**config.mk**
```make
export PLATFORM = sky130hd
export DESIGN_NAME = vga_timing_gen
export DESIGN_NICKNAME = d
export VERILOG_FILES = /design/src/rtl/vga_timing_gen_pkg.sv /design/src/rtl/vga_axis_counter.sv /design/src/rtl/vga_timing_gen.sv
export SDC_FILE = /design/constraint.sdc
export NUM_CORES = 1
export LEC_CHECK = 0
export ABC_AREA = 0
export CORE_MARGIN = 1.5
export CORE_UTILIZATION = 50
export DETAILED_ROUTE_END_ITERATION = 10
export GPL_TIMING_DRIVEN = 0
export MAX_ROUTING_LAYER = met4
export PLACE_DENSITY = 0.86
export RECOVER_POWER = 25
export SLEW_MARGIN = 20
export SYNTH_ARGS = -nofsm -noshare
export SYNTH_HDL_FRONTEND = slang
export SYNTH_SLANG_ARGS = --single-unit
```
**constraint.sdc**
```tcl
create_clock -name clk -period 2.3 [get_ports clk]
set_clock_uncertainty 0.05 [all_clocks]
set_input_delay 0.23 -clock clk [delete_from_list [all_inputs] [get_ports clk]]
set_output_delay 0.23 -clock clk [all_outputs]
set_load 0.02 [all_outputs]
```
**src/rtl/vga_timing_gen_pkg.sv**
```systemverilog
// vga_timing_gen_pkg: shared widths, axis region flags and VESA mode presets for the raster generator
package vga_timing_gen_pkg;
  localparam int COORD_W_DEF = 11;
  localparam int COL_W_DEF = 7;
  localparam int ROW_W_DEF = 6;
  localparam int CX_W_DEF = 3;
  localparam int CY_W_DEF = 4;
  typedef struct packed {
    logic active;
    logic sync;
  } region_t;
  typedef struct packed {
    int   h_visible, h_front, h_sync, h_back;
    int   v_visible, v_front, v_sync, v_back;
    logic h_pol, v_pol;
  } mode_t;
  localparam mode_t MODE_800X600_72 = '{800, 56, 120, 64, 600, 37, 6, 23, 1'b1, 1'b1};
  localparam mode_t MODE_640X480_60 = '{640, 16, 96, 48, 480, 10, 2, 33, 1'b0, 1'b0};
  localparam mode_t MODE_1024X768_60 = '{1024, 24, 136, 160, 768, 3, 6, 29, 1'b0, 1'b0};
endpackage

```
**src/rtl/vga_axis_counter.sv**
```systemverilog
// vga_axis_counter: one raster axis; position, wrap and active/sync flags registered from next position
module vga_axis_counter
  import vga_timing_gen_pkg::*;
#(
  parameter int VISIBLE = 800,
  parameter int FRONT = 56,
  parameter int SYNC = 120,
  parameter int BACK = 64,
  parameter int W = 11
) (
  input  logic         clk,
  input  logic         reset,
  input  logic         en,
  output logic [W-1:0] pos,
  output logic [W-1:0] nxt,
  output logic         wrap,
  output region_t      flags
);
  localparam int TOTAL = BACK + VISIBLE + FRONT + SYNC;
  localparam logic [W-1:0] A0 = W'(BACK);
  localparam logic [W-1:0] A1 = W'(BACK + VISIBLE);
  localparam logic [W-1:0] S0 = W'(BACK + VISIBLE + FRONT);
  localparam logic [W-1:0] LAST = W'(TOTAL - 1);
  assign wrap = pos == LAST;
  assign nxt = wrap ? '0 : pos + W'(1);
  always_ff @(posedge clk or posedge reset)
    if (reset) begin
      pos <= '0;
      flags <= '0;
    end else if (en) begin
      pos <= nxt;
      flags.active <= nxt >= A0 && nxt < A1;
      flags.sync <= nxt >= S0;
    end
endmodule

```
**src/rtl/vga_timing_gen.sv**
```systemverilog
// vga_timing_gen: parametrised raster timing with text-cell counters and fetch strobes; VGA_TIMING_BLINK_EN adds a frame-counted blink
module vga_timing_gen
  import vga_timing_gen_pkg::*;
#(
  parameter int H_VISIBLE = 800,
  parameter int H_FRONT = 56,
  parameter int H_SYNC = 120,
  parameter int H_BACK = 64,
  parameter int V_VISIBLE = 600,
  parameter int V_FRONT = 37,
  parameter int V_SYNC = 6,
  parameter int V_BACK = 23,
  parameter int H_SYNC_POL = 1,
  parameter int V_SYNC_POL = 1,
  parameter int PIX_DIV = 1,
  parameter int CHAR_W = 8,
  parameter int CHAR_H = 10,
  parameter int LOAD_LEAD = 7,
  parameter int COORD_W = COORD_W_DEF,
  parameter int COL_W = COL_W_DEF,
  parameter int ROW_W = ROW_W_DEF,
  parameter int CX_W = CX_W_DEF,
  parameter int CY_W = CY_W_DEF,
  parameter int BLINK_FRAMES = 32
) (
  input  logic               clk,
  input  logic               reset,
  output logic               pix_en,
  output logic               hsync,
  output logic               vsync,
  output logic [COORD_W-1:0] xpos,
  output logic [COORD_W-1:0] ypos,
  output logic               drawing,
  output logic [CX_W-1:0]    xchar,
  output logic [CY_W-1:0]    ychar,
  output logic [COL_W-1:0]   xtext,
  output logic [ROW_W-1:0]   ytext,
  output logic               clk_load_char,
  output logic               clk_load_design,
  output logic               clk_draw_char,
  output logic               line_start,
  output logic               frame_start,
  output logic               blink
);
  localparam int H_TOTAL = H_BACK + H_VISIBLE + H_FRONT + H_SYNC;
  localparam int V_TOTAL = V_BACK + V_VISIBLE + V_FRONT + V_SYNC;
  localparam int DW = $clog2(PIX_DIV + 1);
  localparam logic [DW-1:0] DL = DW'(PIX_DIV - 1);
  localparam logic [COORD_W-1:0] XD0 = COORD_W'(H_BACK);
  localparam logic [COORD_W-1:0] LW0 = COORD_W'(H_BACK - LOAD_LEAD);
  localparam logic [COORD_W-1:0] LW1 = COORD_W'(H_BACK + H_VISIBLE - LOAD_LEAD);
  localparam logic [COORD_W-1:0] LD0 = COORD_W'(H_BACK - LOAD_LEAD + CHAR_W / 2);
  localparam logic [COORD_W-1:0] LD1 = COORD_W'(H_BACK + H_VISIBLE - LOAD_LEAD + CHAR_W / 2);
  localparam logic [COORD_W-1:0] YD0 = COORD_W'(V_BACK);
  localparam logic [CX_W-1:0] CXL = CX_W'(CHAR_W - 1);
  localparam logic [CX_W-1:0] CXH = CX_W'(CHAR_W / 2);
  localparam logic [CY_W-1:0] CYL = CY_W'(CHAR_H - 1);
  if (LOAD_LEAD > H_BACK || CHAR_W < 2 || PIX_DIV < 1 || BLINK_FRAMES < 1 ||
      H_TOTAL >= 2 ** COORD_W || V_TOTAL >= 2 ** COORD_W ||
      H_VISIBLE > CHAR_W * 2 ** COL_W || V_VISIBLE > CHAR_H * 2 ** ROW_W) begin : g_bad_cfg
    $error("vga_timing_gen: inconsistent timing/width parameters");
  end
  logic [DW-1:0] cnt, cnt_n;
  logic [COORD_W-1:0] hnxt, vnxt, vn;
  logic hwrap, vwrap, lw_h, ld_h, lw;
  region_t hr, vr;
  logic [CX_W-1:0] xc, ph;
  logic [COL_W-1:0] xt;
  logic [CY_W-1:0] yc;
  logic [ROW_W-1:0] yt;
  assign cnt_n = cnt == DL ? '0 : cnt + DW'(1);
  always_ff @(posedge clk or posedge reset)
    if (reset) begin
      cnt <= '0;
      pix_en <= 1'b0;
    end else begin
      cnt <= cnt_n;
      pix_en <= cnt_n == DL;
    end
  vga_axis_counter #(
    .VISIBLE(H_VISIBLE), .FRONT(H_FRONT), .SYNC(H_SYNC), .BACK(H_BACK), .W(COORD_W)
  ) u_h (
    .clk(clk), .reset(reset), .en(pix_en), .pos(xpos), .nxt(hnxt), .wrap(hwrap), .flags(hr)
  );
  vga_axis_counter #(
    .VISIBLE(V_VISIBLE), .FRONT(V_FRONT), .SYNC(V_SYNC), .BACK(V_BACK), .W(COORD_W)
  ) u_v (
    .clk(clk), .reset(reset), .en(pix_en & hwrap), .pos(ypos), .nxt(vnxt), .wrap(vwrap), .flags(vr)
  );
  assign vn = hwrap ? vnxt : ypos;
  assign drawing = hr.active & vr.active;
  assign lw = lw_h & vr.active;
  assign hsync = (H_SYNC_POL != 0) ? hr.sync : ~hr.sync;
  assign vsync = (V_SYNC_POL != 0) ? vr.sync : ~vr.sync;
  assign xchar = drawing ? xc : '0;
  assign ychar = drawing ? yc : '0;
  assign xtext = lw ? xt : '0;
  assign ytext = vr.active ? yt : '0;
  assign clk_load_char = lw & ph == '0;
  // glyph fetch trails the code fetch by half a cell, so its phase zero is ph == CHAR_W/2
  assign clk_load_design = ld_h & vr.active & ph == CXH;
  assign clk_draw_char = drawing & xc == '0;
  always_ff @(posedge clk or posedge reset)
    if (reset) begin
      xc <= '0;
      ph <= '0;
      xt <= '0;
      yc <= '0;
      yt <= '0;
      lw_h <= 1'b0;
      ld_h <= 1'b0;
      line_start <= 1'b0;
      frame_start <= 1'b0;
    end else if (pix_en) begin
      xc <= hnxt == XD0 || xc == CXL ? '0 : xc + CX_W'(1);
      ph <= hnxt == LW0 || ph == CXL ? '0 : ph + CX_W'(1);
      xt <= hnxt == LW0 ? '0 : xt + COL_W'(ph == CXL);
      lw_h <= hnxt >= LW0 && hnxt < LW1;
      ld_h <= hnxt >= LD0 && hnxt < LD1;
      line_start <= hwrap;
      frame_start <= hwrap & vwrap;
      if (hwrap) begin
        yc <= vn == YD0 ? '0 : vr.active ? (yc == CYL ? '0 : yc + CY_W'(1)) : yc;
        yt <= vn == YD0 ? '0 : yt + ROW_W'(vr.active && yc == CYL);
      end
    end
`ifdef VGA_TIMING_BLINK_EN
  localparam int FW = $clog2(BLINK_FRAMES + 1);
  localparam logic [FW-1:0] FL = FW'(BLINK_FRAMES - 1);
  logic [FW-1:0] fc;
  always_ff @(posedge clk or posedge reset)
    if (reset) begin
      fc <= '0;
      blink <= 1'b0;
    end else if (pix_en & hwrap & vwrap) begin
      fc <= fc == FL ? '0 : fc + FW'(1);
      blink <= blink ^ (fc == FL);
    end
`else
  assign blink = 1'b0;
`endif
endmodule

```
==> metrics.csv <==
stage,metric,value,unit
setup_path,crit path capture type,flip-flop,
layout,"most common cell after layout, fill and taps aside",nand2_1,
layout,footprint of the multi-input gates,2401,µm²
sta,final hold violations,0,
layout,Sequential Area,1369,µm²
place,Setup WS pre-CTS,-0.2702,ns
floorplanning,Initial Util,51.61,%
layout,most frequent cells in the layout,"56 x nand2_1, 51 x clkdlybuf4s50_1, 40 x dfrtp_1",
floorplanning,DIE WIDTH,89.53,µm
route,DRT iter0 DRCs,266,
layout,final net count,543,
min_path,Hold Path Stages,1,
route,Wirelength per Cell,16.29,µm
floorplanning,core box area,7253,µm²
synthesis,Yosys cell types,66,
global_routing,largest net degree at the start of global routing,55,
layout,Area Overhead vs Synth,31.85,%
clocking,Max clock buf depth,2,
global_routing,number of global-route vias before repair,3358,
synthesis,mean post-synth cell area,8.413,µm²
synthesis,post-synthesis net count,464,
clocking,Root Buffer,clkbuf_8,
synthesis,ys async rst share,100.0,%
route,drt pass-1 iters,5,
floorplanning,Ports,54,
floorplanning,number of cell rows,31,
synthesis,YS warnings,0,
floorplanning,DIE HEIGHT,89.53,µm
place,Port Buffers,52,
layout,layout cells sized above 1,22.86,%
clocking,H-tree Lvls,2,
route,Vias,3690,
synthesis,register area share after synthesis,36.10,%
power,Tot Pwr,3.338,mW
layout,fill count,569,
setup_path,Crit Path Max Fanout,3,
status,outcome,"finished, violations left",
route,drt drc,0,
synthesis,largest cells by area after synthesis,"dfrtp_1 36%, nand2_1 5.8%, ha_1 5.7%",
clocking,CTS Sinks,54,
synthesis,post-synth top area share,36.10,%
place,post-detail-place hpwl,6.856,mm
sta,fin crit share,108.9,%
setup_path,data required time at the worst endpoint,2.45,ns
route,Via density,5.913,
synthesis,Yosys top cell by area,dfrtp_1,
sta,actual slew at the worst max-slew pin,1.152,ns
power,Comb power frac,43.4,%
clocking,worst skew pair latency,0.32,ns
sta,Max Slew Vio Count,0,
sta,RSZ-0062 raised after global routing,yes,
synthesis,register bit count reported by yosys,54,
power,pwr/cell area,676.3,nW/µm²
setup_path,crit path kind,flip-flop to flip-flop,
global_routing,first-pass GRT wire length,16.24,mm
sta,Final WS setup,-0.2038,ns
sta,post-route minimum period,2.504,ns
global_routing,global route overflow,0,
setup_path,r2r worst-path depth,6,
power,Sw Ratio,40.57,%
layout,diode count,0,
synthesis,"Primary FF master, synth",dfrtp_1,
global_routing,total track usage,26.86,%
synthesis,Post-synth EDFFs,0,
flow_run,Max Cap Viol,0,
route,Total Routed Length,10.17,mm
sta,Fmax,399.4,MHz
floorplanning,die area,8016,µm²
sta,Slew HR,23.07,%
power,Peak supply drop,0.4284,mV
layout,design area,4936,µm²
global_routing,initial antenna violation count,0,
setup_path,"Arr. time, crit path",2.65,ns
clocking,CTS tree,yes,
power,sequential group share of total power,39.8,%
power,total net switching power,1.354,mW
sta,Final setup viols,9,
synthesis,Synth Cell Area,3744,µm²
place,"Cell Area, Placed",4466,µm²
power,P_int,1.984,mW
place,GPL Wtd Cong,0.9219,
status,failing checks,setup timing,
route,ANT nets after route,0,
power,power share of the clock group,16.8,%
clocking,Worst-path clk slew,0.10,ns
clocking,Num CTS Buffers,5,
setup_path,startpoint types,flip-flop,
synthesis,Mapped Cells,445,
min_path,Hold Path Class,flip-flop to flip-flop,
power,LEAKAGE,2.118,nW
## metal layers
layer | global-route usage, % | part of all wire (%) | vias up
li1 | - | - | 1723
met1 | 35.54 | 46 | 1811
met2 | 42.38 | 48 | 139
met3 | 2.955 | 4.1 | 17
met4 | 10.21 | 2.0 | 0
met5 | - | 0 | -
## flip-flops by register name, indices dropped and copies added (netlist names)
signal       count
frame_start      1
ld_h             1
line_start       1
lw_h             1
ph               3
pix_en           1
u_h.flags        2
u_h.pos         11
u_v.flags        2
u_v.pos         11
xc               3
xt               7
yc               4
yt               6
## what timing repair did
item | CTS | global route
buffers inserted | 19 | 6
pin swaps | 15 | 15
endpoints found under the setup margin | 55 | 39
gates cloned | 1 | 0
hold buffers | 0 | 0
gates resized for setup | 31 | 41
## critical path, cell delays in order (launching register included)
cell	delay, ns
dfrtp_2	0.46
nor4b_4	0.30
a21oi_2	0.08
or4b_4	0.58
a21oi_4	0.14
or4b_4	0.50
a32o_2	0.28
## metrics by stage
| stage | util, % | std cells | TNS, ns | hold slack (ns) |
|---|---|---|---|---|
| 6_report | 68.05 | 624 | -0.8922 | 0.4754 |
| 5_1_grt | 68.05 | 624 | -2.024 | 0.4983 |
| 4_1_cts | 65.98 | 620 | -0.8210 | 0.3581 |
| 3_5_place_dp | 61.57 | 596 | -4.884 | 0.4536 |
| 3_3_place_gp | 61.53 | 596 | -23.21 | 0.4445 |
| 2_1_floorplan | - | 445 | -0.3491 | 0.4020 |
## cell type report
class / count / area share (%)
inverters: 20 / 1.521
plain buffers: 22 / 3.270
flip-flops and latches: 54 / 27.73
clock inverters: 3 / 0.4816
clock buffers: 5 / 1.394
multi-input cells: 343 / 48.64
repair buffers: 78 / 14.45
well taps: 99 / 2.510
## power groups by stage
| stage | sequential [mW] | clock (mW) | combinational, mW |
|---|---|---|---|
| 6_report | 1.33 | 0.560 | 1.45 |
| 5_1_grt | 1.35 | 0.614 | 1.57 |
| 4_1_cts | 1.32 | 0.575 | 1.35 |
| 3_5_place_dp | 1.36 | 0 | 1.18 |
| 3_3_place_gp | 1.34 | 0 | 1.15 |
| 2_1_floorplan | 1.39 | 0 | 0.720 |
## final timing paths
kind | from | end | slack (ns)
max | u_h.pos[8]$_DFFE_PP0P_ | xc[1]$_DFFE_PP0P_ | -0.20
min | xt[0]$_DFFE_PP0P_ | xt[0]$_DFFE_PP0P_ | 0.48
max reg2reg | u_h.pos[8]$_DFFE_PP0P_ | xc[1]$_DFFE_PP0P_ | -0.20
min reg2reg | xt[0]$_DFFE_PP0P_ | xt[0]$_DFFE_PP0P_ | 0.48
max in group asynchronous | reset | u_h.pos[10]$_DFFE_PP0P_ | 0.80
min in group asynchronous | reset | xc[0]$_DFFE_PP0P_ | 0.62
## Yosys cell counts (4+ instances only)
library cell / number
nand4_1: 6
and3_1: 23
and4_1: 4
nor3_1: 14
clkbuf_1: 15
o31ai_1: 5
nand2_1: 58
nor2_1: 35
inv_1: 20
nor4_1: 6
a22o_1: 7
a31oi_1: 4
xor2_1: 6
and2_1: 9
ha_1: 17
or3_1: 4
o21ai_0: 29
a21oi_1: 14
xnor2_1: 19
dfrtp_1: 54
nand3_1: 16
buf_2: 7
a21o_1: 7
## logic make-up after synthesis
logic type	count (synthesis)	share of synthesized area [%]
and+or+nand+nor	203	28.61
AOI/OAI and AO/OA	93	16.61
muxes	3	0.8690
DFF	54	36.10
buffers and inverters	48	6.083
xor gates and xnor gates	25	5.849
other	2	0.2006
adders and majority gates	17	5.682
No activity file was read; power rests on OpenSTA's default activity.
==> patch 1 (same settings) <==
The option `VGA_TIMING_BLINK_EN` is turned on by a define.
--- a/src/rtl/vga_timing_gen.sv
+++ b/src/rtl/vga_timing_gen.sv
@@ -1,4 +1,6 @@
 // vga_timing_gen: parametrised raster timing with text-cell counters and fetch strobes; VGA_TIMING_BLINK_EN adds a frame-counted blink
+`define VGA_TIMING_BLINK_EN
+
 module vga_timing_gen
   import vga_timing_gen_pkg::*;
 #(
Behaviour: same outputs for any inputs over 10 cycles, from zero or initial values and one cycle with reset high; that may be too few to reach the edited logic, so the function may still have changed.
==> patch 1 against the unedited design <==
The run still ends with setup timing left. Die area increased by 8.1%. Largest cell class unchanged. Synthesized area increased by 8.4%. Critical path depth increased by 1. Global-route usage increased by 0.89 points. Sequential cell count is 7 higher. Setup slack got worse by 0.035 ns. Fmax fell by 1.4%. Design area up 13%. Total power up 25%. Wire length is 25% higher.
==> patch 1: results (changes against the unedited design) <==
number of vias after detailed routing 4178 (was 3690); Crit path arrival time 2.73 ns (was 2.65 ns); Int Pwr 2.67 mW (was 1.98 mW); Post-Layout Cell Count 661 (was 624); post-synthesis adder-cell area fraction 0.0586 (was 0.0568); endpoints failing setup 13 (was 9); met3 routed WL 990 um (was 412 um); Wirelength per Cell 19.2 um (was 16.3 um); min-delay src blink$_DFFE_PP0P_ (was xt[0]$_DFFE_PP0P_); H-Tree Depth 3 (was 2); final RePlAce weighted congestion 0.920 (was 0.922); CP max-delay cell dfrtp_2 (was or4b_4); syn avg cell area 8.94 sq um (was 8.41 sq um); Worst VDD drop 510 uV (was 428 uV); vias in the first global route 3836 (was 3358); Fin Setup TNS -0.959 ns (was -0.892 ns); Worst Slack Setup Final -0.239 ns (was -0.204 ns); Place WS -0.327 ns (was -0.270 ns); Max power group registers (was combinational logic); Distinct cells, synth 69 (was 66); drt pass-1 iters 6 (was 5); post-CTS resize count 34 (was 31); Placed Instances 610 (was 596); CP max FO 10 (was 3); global-route usage over all layers 0.277 (was 0.269); failing checks setup timing (unchanged); later-pin clock latency in the skew report 0.35 ns (was 0.32 ns); Slew @ Worst Pin 1.19 ns (was 1.15 ns); postcts setup bufs 26 (was 19); Clock group 1.20 mW (was 560 uW); status complete, but fails checks (unchanged); post-synthesis sequential area ratio 0.376 (was 0.361); Post-Synth XOR/XNOR Area 0.0672 (was 0.0585); R2R depth 7 (was 6); met3 Use GR 0.0480 (was 0.0295); 1st-iter DRT viols 448 (was 266)
patch 1: cell types whose count changed after synthesis, sizes merged, moves of 4 or more:
cell   before  now
xnor2      19   24
a22o        7    2
a21oi      15   19
and3       24   19
dfrtp      54   61
inv        20   24
nor2       36   23
o22ai       0    6
o32ai       1    6
nand2      58   43
o21ai      30   24
a21o        7    2
nand4       7   12
patch 1: cell type report:
type                            instances  area, sq um  area share
Clock buffer                           12          145      0.0259
Multi-Input combinational cell        337         2550       0.455
Buffer                                 21          145      0.0259
Timing Repair Buffer                   99          900       0.161
Clock inverter                          4         95.1      0.0170
Tap cell                              102          128      0.0228
Sequential cell                        61         1540       0.275
Inverter                               25         98.8      0.0177
patch 1: stage by stage:
step / instance area (sq um) / utilization
2_1_floorplan: 4110 / -
3_3_place_gp: 4770 / 0.611
3_5_place_dp: 4790 / 0.614
6_report: 5600 / 0.717
4_1_cts: 5340 / 0.684
5_1_grt: 5600 / 0.717
==> patch 2 (same settings) <==
Without the edit above. Put a register stage on the output `xtext`, without a reset. The value now appears one clock later. The other outputs are not delayed to match.
--- a/src/rtl/vga_timing_gen.sv
+++ b/src/rtl/vga_timing_gen.sv
@@ -94,7 +94,9 @@
   assign vsync = (V_SYNC_POL != 0) ? vr.sync : ~vr.sync;
   assign xchar = drawing ? xc : '0;
   assign ychar = drawing ? yc : '0;
-  assign xtext = lw ? xt : '0;
+  always_ff @(posedge clk) begin
+      xtext <= lw ? xt : '0;
+  end
   assign ytext = vr.active ? yt : '0;
   assign clk_load_char = lw & ph == '0;
   // glyph fetch trails the code fetch by half a cell, so its phase zero is ph == CHAR_W/2
Function: no difference found for any inputs over 10 cycles, from zero or initial values and one cycle with reset high; that may be too few to reach the edited logic, so the function may still have changed.
==> patch 2 against the unedited design <==
The flow still finishes with violations (setup timing). Total power rose by 4.5%. Combinational power decreased by 30%. Sequential cell count up 7. Design area up 11%. Wire length is 17% higher. Synthesized area up 6.1%. Setup slack improved by 0.12 ns. Critical path type unchanged. Critical endpoint is now u_v.flags[0]$_DFFE_PP0P_. Largest cell class unchanged. Largest power group is now registers.
==> patch 2: results (changes against the unedited design) <==
later-pin clock latency in the skew report 0.36 ns (was 0.32 ns); FF+latch count, synth 61 (was 54); kind of cell adding the most delay to the critical path compound AO/OA/AOI/OAI gates (was simple AND/OR/NAND/NOR gates); post-DP HPWL 7060 um (was 6860 um); post-synthesis sequential area ratio 0.376 (was 0.361); Worst VDD drop 585 uV (was 428 uV); CP max FO 10 (was 3); LEAKAGE 2.31 nW (was 2.12 nW); first-pass GRT wire length 17900 um (was 16200 um); worst r2r src u_v.pos[2]$_DFFE_PP0P_ (was u_h.pos[8]$_DFFE_PP0P_); status complete, but fails checks (unchanged); CP max-delay cell o31ai_1 (was or4b_4); diodes inserted 0 (unchanged); Worst Slack Setup Final -0.0844 ns (was -0.204 ns); 1st-iter DRT viols 261 (was 266); commonest cells in the netlist 54 x dfrtp_1, 39 x nand2_1, 35 x nor2_1 (was 58 x nand2_1, 54 x dfrtp_1, 35 x nor2_1); vias in the first global route 3620 (was 3358); Place WS -0.389 ns (was -0.270 ns); share of cells above drive strength 1 0.240 (was 0.229); Num CTS Buffers 9 (was 5); FF-to-FF End u_v.flags[0]$_DFFE_PP0P_ (was xc[1]$_DFFE_PP0P_); Distinct cells, synth 61 (was 66); H-Tree Depth 3 (was 2); min-delay src ld_h$_DFFE_PP0P_ (was xt[0]$_DFFE_PP0P_); Nets 564 (was 543); R2R depth 8 (was 6); Min-Delay Endpoint ld_h$_DFFE_PP0P_ (was xt[0]$_DFFE_PP0P_); global-route usage over all layers 0.278 (was 0.269); share of synthesized registers carrying an async set or reset 0.885 (was 1.00); final wirelength 11900 um (was 10200 um); endpoints failing setup 8 (was 9); final RePlAce weighted congestion 0.929 (was 0.922); Regs by FF count u_h.pos: 11 flops, u_v.pos: 11 flops (was u_h.pos: 11 flops, u_v.pos: 11 flops, xt: 7 flops); crit-path max cell delay 0.49 ns (was 0.58 ns); Max transition margin 0.225 (was 0.231); failing checks setup timing (unchanged); clock-pin slew on the worst setup and hold paths 0.07 ns (was 0.10 ns)
## patch 2: cell types whose count changed in the layout (fill, tap and decap cells not counted), sizes merged, moves of 6 or more
cell,before,now
nand2,58,39
buf,33,44
dfxtp,0,7
nor3,14,20
xor2,6,12
## patch 2: how the worst max path moves through the flow
| stage | startpoint | to | slack, ns |
|---|---|---|---|
| finish | u_v.pos[2]$_DFFE_PP0P_ | u_v.flags[0]$_DFFE_PP0P_ | -0.08 |
| global route | u_v.pos[2]$_DFFE_PP0P_ | u_v.flags[0]$_DFFE_PP0P_ | -0.24 |
| CTS | u_v.pos[1]$_DFFE_PP0P_ | yc[1]$_DFFE_PP0P_ | -0.07 |
| detailed placement | u_h.pos[0]$_DFFE_PP0P_ | ph[0]$_DFFE_PP0P_ | -0.39 |
| global placement | reset | u_h.pos[0]$_DFFE_PP0P_ | -0.48 |
| floorplan | u_v.pos[0]$_DFFE_PP0P_ | yc[1]$_DFFE_PP0P_ | -0.03 |
## patch 2: kinds of logic (layout without fill, tap and decap cells)
logic type | after synthesis | count (layout) | share of synthesized area
multiplexers | 4 | 4 | 0.0110
other | 2 | 2 | 0.00189
buffers and inverters | 46 | 141 | 0.0457
AO/OA/AOI/OAI | 87 | 87 | 0.145
flip-flops | 61 | 61 | 0.376
AND/OR/NAND/NOR | 206 | 206 | 0.297
adder cells (fa/ha/maj) | 18 | 18 | 0.0561
XOR/XNOR | 31 | 31 | 0.0684
## patch 2: where the power goes
group | switching (mW) | internal (mW) | total [mW] | leakage [nW]
Combinational | 0.565 | 0.450 | 1.01 | 1.44
Sequential | 0.135 | 1.19 | 1.32 | 0.767
Clock | 0.481 | 0.669 | 1.15 | 0.108
Total | 1.18 | 2.31 | 3.49 | 2.31
## patch 2: what timing repair did
action | CTS | global route
hold buffers | 0 | 0
gates cloned | 0 | 0
gates resized for setup | 46 | 49
setup endpoints to repair | 45 | 29
pin swaps | 16 | 15
setup buffers | 24 | 9
## patch 2: final cells by class
cell class,count,area (sq um)
Clock inverter,5,82.6
Inverter,16,60.1
Buffer,24,158
Clock buffer,11,151
Fill cell,563,2260
Sequential cell,61,1510
Multi-Input combinational cell,348,2590
Timing Repair Buffer,85,783
Tap cell,102,128
## patch 2: stage by stage
stage	instance area (sq um)	cells	total power [mW]	hold WS (ns)
after floorplan	4030	455	1.91	0.398
after global placement	4680	609	2.14	0.439
after global routing	5470	652	3.66	0.462
after CTS	5240	643	3.37	0.318
final	5470	652	3.49	0.450
after detailed placement	4680	609	2.17	0.434
## patch 2: metal layers
layer | up-vias | GRT usage | share of wire
li1 | 1812 | - | -
met5 | - | - | 0
met2 | 209 | 0.436 | 0.49
met1 | 1912 | 0.342 | 0.40
met3 | 40 | 0.0373 | 0.060
met4 | 0 | 0.165 | 0.046
